`config.mk`:
```
export PLATFORM = sky130hd
export DESIGN_NAME = packer
export DESIGN_NICKNAME = d
export VERILOG_FILES = /design/src/rtl/packer.sv
export SDC_FILE = /design/constraint.sdc
export NUM_CORES = 1
export LEC_CHECK = 0
export ABC_AREA = 1
export CELL_PAD_IN_SITES_DETAIL_PLACEMENT = 0
export CELL_PAD_IN_SITES_GLOBAL_PLACEMENT = 1
export CORE_MARGIN = 10
export CORE_UTILIZATION = 36
export CTS_CLUSTER_SIZE = 25
export DETAILED_ROUTE_END_ITERATION = 6
export PLACE_DENSITY = 0.84
export SYNTH_ARGS = -nofsm -noshare
export SYNTH_HDL_FRONTEND = slang
export SYNTH_SLANG_ARGS = --single-unit
```
`constraint.sdc`:
```
create_clock -name clk -period 2.06 [get_ports clk]
set_input_delay 0.206 -clock clk [delete_from_list [all_inputs] [get_ports clk]]
set_output_delay 0.206 -clock clk [all_outputs]
set_load 0.01 [all_outputs]
```
`src/rtl/packer.sv`:
```
// Signed fixed-point (sign + 1 integer bit + WIDTH fraction bits) to IEEE-754 single.
// Normalises one bit per cycle, then rounds to nearest even. Requires WIDTH >= 24.
module packer #(
    parameter int unsigned WIDTH = 24
) (
    input  logic             clk,
    input  logic             reset_n,
    input  logic             clk_en,
    input  logic             start,
    input  logic [WIDTH+1:0] dataa,
    output logic             busy,
    output logic             done,
    output logic [31:0]      result
);

    localparam int unsigned DW = WIDTH + 2;
    localparam int unsigned CW = $clog2(DW + 1);
    localparam int unsigned FW = 23;

    localparam logic [1:0] S_IDLE  = 2'd0;
    localparam logic [1:0] S_NORM  = 2'd1;
    localparam logic [1:0] S_ROUND = 2'd2;
    localparam logic [1:0] S_DONE  = 2'd3;

    logic [1:0]    state_q, state_d;
    logic          sgn_q, sgn_d;
    logic [DW-1:0] mag_q, mag_d;
    logic [CW-1:0] cnt_q, cnt_d;
    logic [31:0]   result_q, result_d;
    logic          busy_q, busy_d;
    logic          done_q, done_d;

    logic [DW-1:0] abs_in;
    logic [FW-1:0] frac;
    logic          guard;
    logic          sticky;
    logic          round_up;
    logic [FW:0]   frac_sum;
    logic [7:0]    exp_val;

    // Rounding datapath: mantissa below the hidden bit, guard and sticky bits.
    always_comb begin
        abs_in   = dataa[DW-1] ? DW'(-dataa) : dataa;
        frac     = mag_q[DW-2 -: FW];
        guard    = mag_q[DW-2-FW];
        sticky   = |mag_q[DW-3-FW:0];
        round_up = guard & (sticky | frac[0]);
        frac_sum = {1'b0, frac} + (FW+1)'(round_up);
        exp_val  = 8'd128 - 8'(cnt_q) + 8'(frac_sum[FW]);
    end

    // Next-state and register update logic.
    always_comb begin
        state_d  = state_q;
        sgn_d    = sgn_q;
        mag_d    = mag_q;
        cnt_d    = cnt_q;
        result_d = result_q;
        done_d   = 1'b0;
        case (state_q)
            S_IDLE: begin
                if (start) begin
                    sgn_d   = dataa[DW-1];
                    mag_d   = abs_in;
                    cnt_d   = '0;
                    state_d = (abs_in == '0) ? S_ROUND : S_NORM;
                end
            end
            S_NORM: begin
                if (mag_q[DW-1]) begin
                    state_d = S_ROUND;
                end else begin
                    mag_d = mag_q << 1;
                    cnt_d = cnt_q + CW'(1);
                end
            end
            S_ROUND: begin
                // Zero input always packs as +0.
                if (mag_q == '0) begin
                    result_d = 32'h0;
                end else begin
                    result_d = {sgn_q, exp_val, frac_sum[FW] ? FW'(0) : frac_sum[FW-1:0]};
                end
                done_d  = 1'b1;
                state_d = S_DONE;
            end
            S_DONE: begin
                state_d = S_IDLE;
            end
            default: begin
                state_d = S_IDLE;
            end
        endcase
        busy_d = (state_d != S_IDLE);
    end

    // State registers; clk_en low freezes everything, including done.
    always_ff @(posedge clk or negedge reset_n) begin
        if (!reset_n) begin
            state_q  <= S_IDLE;
            sgn_q    <= 1'b0;
            mag_q    <= '0;
            cnt_q    <= '0;
            result_q <= 32'h0;
            busy_q   <= 1'b0;
            done_q   <= 1'b0;
        end else if (clk_en) begin
            state_q  <= state_d;
            sgn_q    <= sgn_d;
            mag_q    <= mag_d;
            cnt_q    <= cnt_d;
            result_q <= result_d;
            busy_q   <= busy_d;
            done_q   <= done_d;
        end
    end

    assign busy   = busy_q;
    assign done   = done_q;
    assign result = result_q;

endmodule
```
# After elaboration in Yosys (flattened, before gate mapping)
# Index checks and enable logic that the tools add are counted.
# word_totals
regBits	68
# classes
add_sub_neg	5
eq_ne	5
n_mux	14
n_bitwise	2
reduce_logical	9
# ops
cell	n
$mux W26	3
$logic_not A26 Y1	2
$pmux W26 S2	1
$mux W32	1
$neg A26 Y26	1
$add A23 B1 Y24	1
$mux W23	1
$mux W5	2
$pmux W5 S2	1
$add A8 B1 Y8	1
$pmux W2 S4	1
$sub A8 B5 Y8 const A	1
$mux W2	3
$reduce_and A3 Y1	2
$add A5 B1 Y5 const B	1
$eq A2 B2 Y1 const B	2
$ne A2 B2 Y1 const B	2
$reduce_and A4 Y1	1
$reduce_bool A2 Y1	2
$eq A2 B1 Y1 const B	1
$logic_not A2 Y1	1
$reduce_and A2 Y1	1
$and A1 B1 Y1	1
$mux W1	1
$or A1 B1 Y1	1

# Depth between registers and ports, before layout
# logic_depth
ltp_word	7
ltp_mapped	17
mapped_depth_nobuf	17

# Worst setup path after synthesis
# No wires, ideal clock.
# synth_timing
kind	register -> register
start	register mag_q[4]
end	register result_q[27] (netlist: result[27])
setup_ns	0.127
t_arrival_ns	2.084
required_ns	1.933
path_slack_ns	-0.152
stages_incl_launch_ff	16
path_buffers	0
period_less_slack_ns	2.212
cell_sequence	dfrtp_1 -> inv_2 -> nor3_4 -> nand2_1 -> nor2_2 -> inv_2 -> nor4_4 -> nand2_2 -> nor2_2 -> nand3_2 -> ha_1 -> inv_1 -> ha_1 -> nand3_1 -> o21ai_0 -> o21ai_0
# synth_via
elab_chain_len	3
word_cells_on_any_way	4
# synth_rtl
item	line_no	source
from (decl)	27	logic [DW-1:0] mag_q, mag_d;
from (signal assigned)	110	mag_q <= mag_d;
$add A23 B1 Y24	48	frac_sum = {1'b0, frac} + (FW+1)'(round_up);
$add A8 B1 Y8	49	exp_val = 8'd128 - 8'(cnt_q) + 8'(frac_sum[FW]);
$mux W32 (*)	79	if (mag_q == '0) begin
to (signal assigned)	112	result_q <= result_d;
to (decl)	29	logic [31:0] result_q, result_d;
# Every way passes the cells marked *; elsewhere a longest branch is shown, timed or not.
# A chain may end at the register's enable or synchronous reset.

# Worst setup path in the final report
# layout_timing
start	register mag_q[3]
end	register result_q[27] (netlist: result[27])
# Same word-level chain as after synthesis.

==> results.tsv <==
metric	value	unit
critPathLaunch	mag_q[3]	
syn-instance-count	626	
r2r_end	result[27]	
final_common_cell	nand2_1	
clock_sinks	68	
cellInternalPower	4.87	mW
comb_power_share	0.489	
reg2reg_depth	15	
core_area	0.0119	mm2
tightest_slew	0.620	ns
io_pins	64	
crit_path_end_kind	flip-flop	
yosys_warnings	0	
nets	845	
clk_latency	0.34	ns
power	7.81	mW
track_usage	0.152	
layout_setup_ws	-0.0982	ns
rrSetupSlack	-0.1	ns
dp_hpwl	9950	um
die_h	130	um
grt-ovfl-total	0	
failed_checks	setup timing	
place_area	0.00595	mm2
root_buffer	clkbuf_16	
arrival	2.38	ns
initial_core_util	0.366	
grt_pass1_wl	20900	um
r2r_start	mag_q[3]	
p_sw_frac	0.377	
power_leakage	3.21	nW
finalMaxSlewViolations	0	
hold_class	in2async	
antenna_cells	0	
cts_buffers	9	
final_cell_mix	nand2_1 (199), buf_4 (126), dfrtp_1 (68)	
gp_congestion	0.873	
synth_cell_types	36	
wl	12800	um
synth_top_area_cell	dfrtp_1	
syn2layout_area_growth	53.0	%
clock_path_buffers	2	
cp_max_fo	3	
ys_ff_latch	68	
antenna_found_initial	0	
netlist.area_leader.share	0.391	
fin_crit_sh	1.05	
pwr-share-seq	0.302	
power_frac_clock	0.209	
cp_data_required_time	2.28	ns
rsz0062_at_grt	true	
fp.dieW	130	um
fin_crit	2.16	ns
ys_seq_area_frac	0.391	
synthTopCellsByArea	dfrtp_1 (39%), nand2_1 (18%), nor2_1 (6.0%)	
die_area	0.0169	mm2
max_slew_margin	0.587	
firstDrtPassIters	6	
rows	40	
cp-start-kind	flip-flop	
path_clk_slew	0.05	ns
routed-via-count	4681	
syn_area_per_cell	6.96	um2
power_switching	2.94	mW
status	complete, but fails checks	
grt_pass1_vias	4491	
ant_nets	0	
path_class	reg2reg	
final_area	0.00666	mm2
drc_errors	0	
vdd_drop_max	0.523	mV
syn_nets	661	
cts_tree	done	
h-tree-depth	3	
cap_violations	0	
drt-initial-drc-count	248	
grt_max_degree	39	
io_buffers	63	
wire_per_inst	13.4	um
drive_above_1_share	0.280	
max_freq	463	MHz
fillers	1113	
setup_viol	8	
via_per_inst	4.87	
clock_skew	0.00583	ns
power.density	1170	mW/mm2
hold_viol	0	
synthesis.area	0.00436	mm2
synthesized netlist by cell type (all sizes together):
cell type	number
nand2	218
nor2	77
inv	70
dfrtp	68
nand3	43
o21ai	36
o221ai	16
nor3	13
clkbuf	11
a21oi	9
xor2	9
buf	8
nand3b	8
nor4	7
o211ai	7
ha	5
nand4	5
o21bai	4
a31oi	3
a22oi	2
o31ai	2
xnor2	2
a22o	1
o22ai	1
or2	1
per-stage QoR:
stage,hold slack [ns],TNS [ns],cells,setup WS (ns),util
2_1_floorplan,-0.0896,-0.0370,626,-0.0317,-
3_3_place_gp,0.245,-0.999,926,-0.250,0.500
3_5_place_dp,0.255,-1.71,926,-0.316,0.500
4_1_cts,0.434,-0.526,953,-0.117,0.535
5_1_grt,0.489,-2.66,962,-0.346,0.559
6_report,0.415,-0.322,962,-0.0982,0.559
what timing repair did:
item                                    4_1_cts  5_1_grt
pin swaps                                     4       27
hold endpoints to repair                     25        0
gates resized for setup                       8       66
cloned                                        0        1
endpoints found under the setup margin       11       25
buffers inserted                             10        8
hold buffers                                  1        0
cells by family after synthesis:
family | count (synthesis) | synth area share
and+or+nand+nor | 372 | 0.367
AOI/OAI and AO/OA | 81 | 0.126
DFF | 68 | 0.391
adders and majority gates | 5 | 0.0144
buffers and inverters | 89 | 0.0799
xor gates and xnor gates | 11 | 0.0221
power groups by stage:
stage / registers, mW / clock network [mW] / logic [mW]
6_report: 2.36 / 1.63 / 3.82
5_1_grt: 2.44 / 1.73 / 4.23
4_1_cts: 2.34 / 1.66 / 3.64
3_5_place_dp: 2.36 / 0 / 3.55
3_3_place_gp: 2.33 / 0 / 3.48
2_1_floorplan: 2.49 / 0 / 1.69
sequential cells by signal (all words and copies together), names as in the netlist:
name and flops:
busy 1, mag_q 26, sgn_q 1, result 32
done 1, cnt_q 5, state_q 2
how the worst max path moves through the flow:
stage                      end  cells past startpoint  slack (ns)
floorplan           result[27]                     15       -0.03
global placement          busy                     16       -0.25
detailed placement        busy                     18       -0.32
CTS                 result[27]                     15       -0.12
global route        result[29]                     15       -0.35
finish              result[27]                     15        -0.1
routing by layer:
layer	global-route usage	share of wire	wire length (um)	vias up
li1	-	-	-	2409
met1	0.192	0.46	5890	2148
met2	0.246	0.47	6070	101
met3	0.0320	0.045	584	23
met4	0.0648	0.023	301	0
met5	0	0	0	-
worst max-delay path: stages, from the launching register on:
cell and delay, ns:
dfrtp_1 0.36, inv_2 0.06, nor3_4 0.21, nand2_2 0.09, nor2_2 0.09, inv_2 0.05
nor4_4 0.17, nand2_2 0.10, nor2_2 0.11, nand3_2 0.11, ha_4 0.20, inv_4 0.06
ha_4 0.13, nand3_2 0.08, o21ai_2 0.15, o21ai_1 0.07
cell type report:
class / count / area, um2 / share of cell area
multi-input combinational: 470 / 2580 / 0.388
inverter: 70 / 265 / 0.0398
clock inverter: 4 / 72.6 / 0.0109
sequential: 68 / 1700 / 0.255
clock buffer: 12 / 246 / 0.0370
timing repair buffer: 191 / 1610 / 0.242
tap: 147 / 184 / 0.0276
Note: power is estimated with default switching activity, not from simulation.
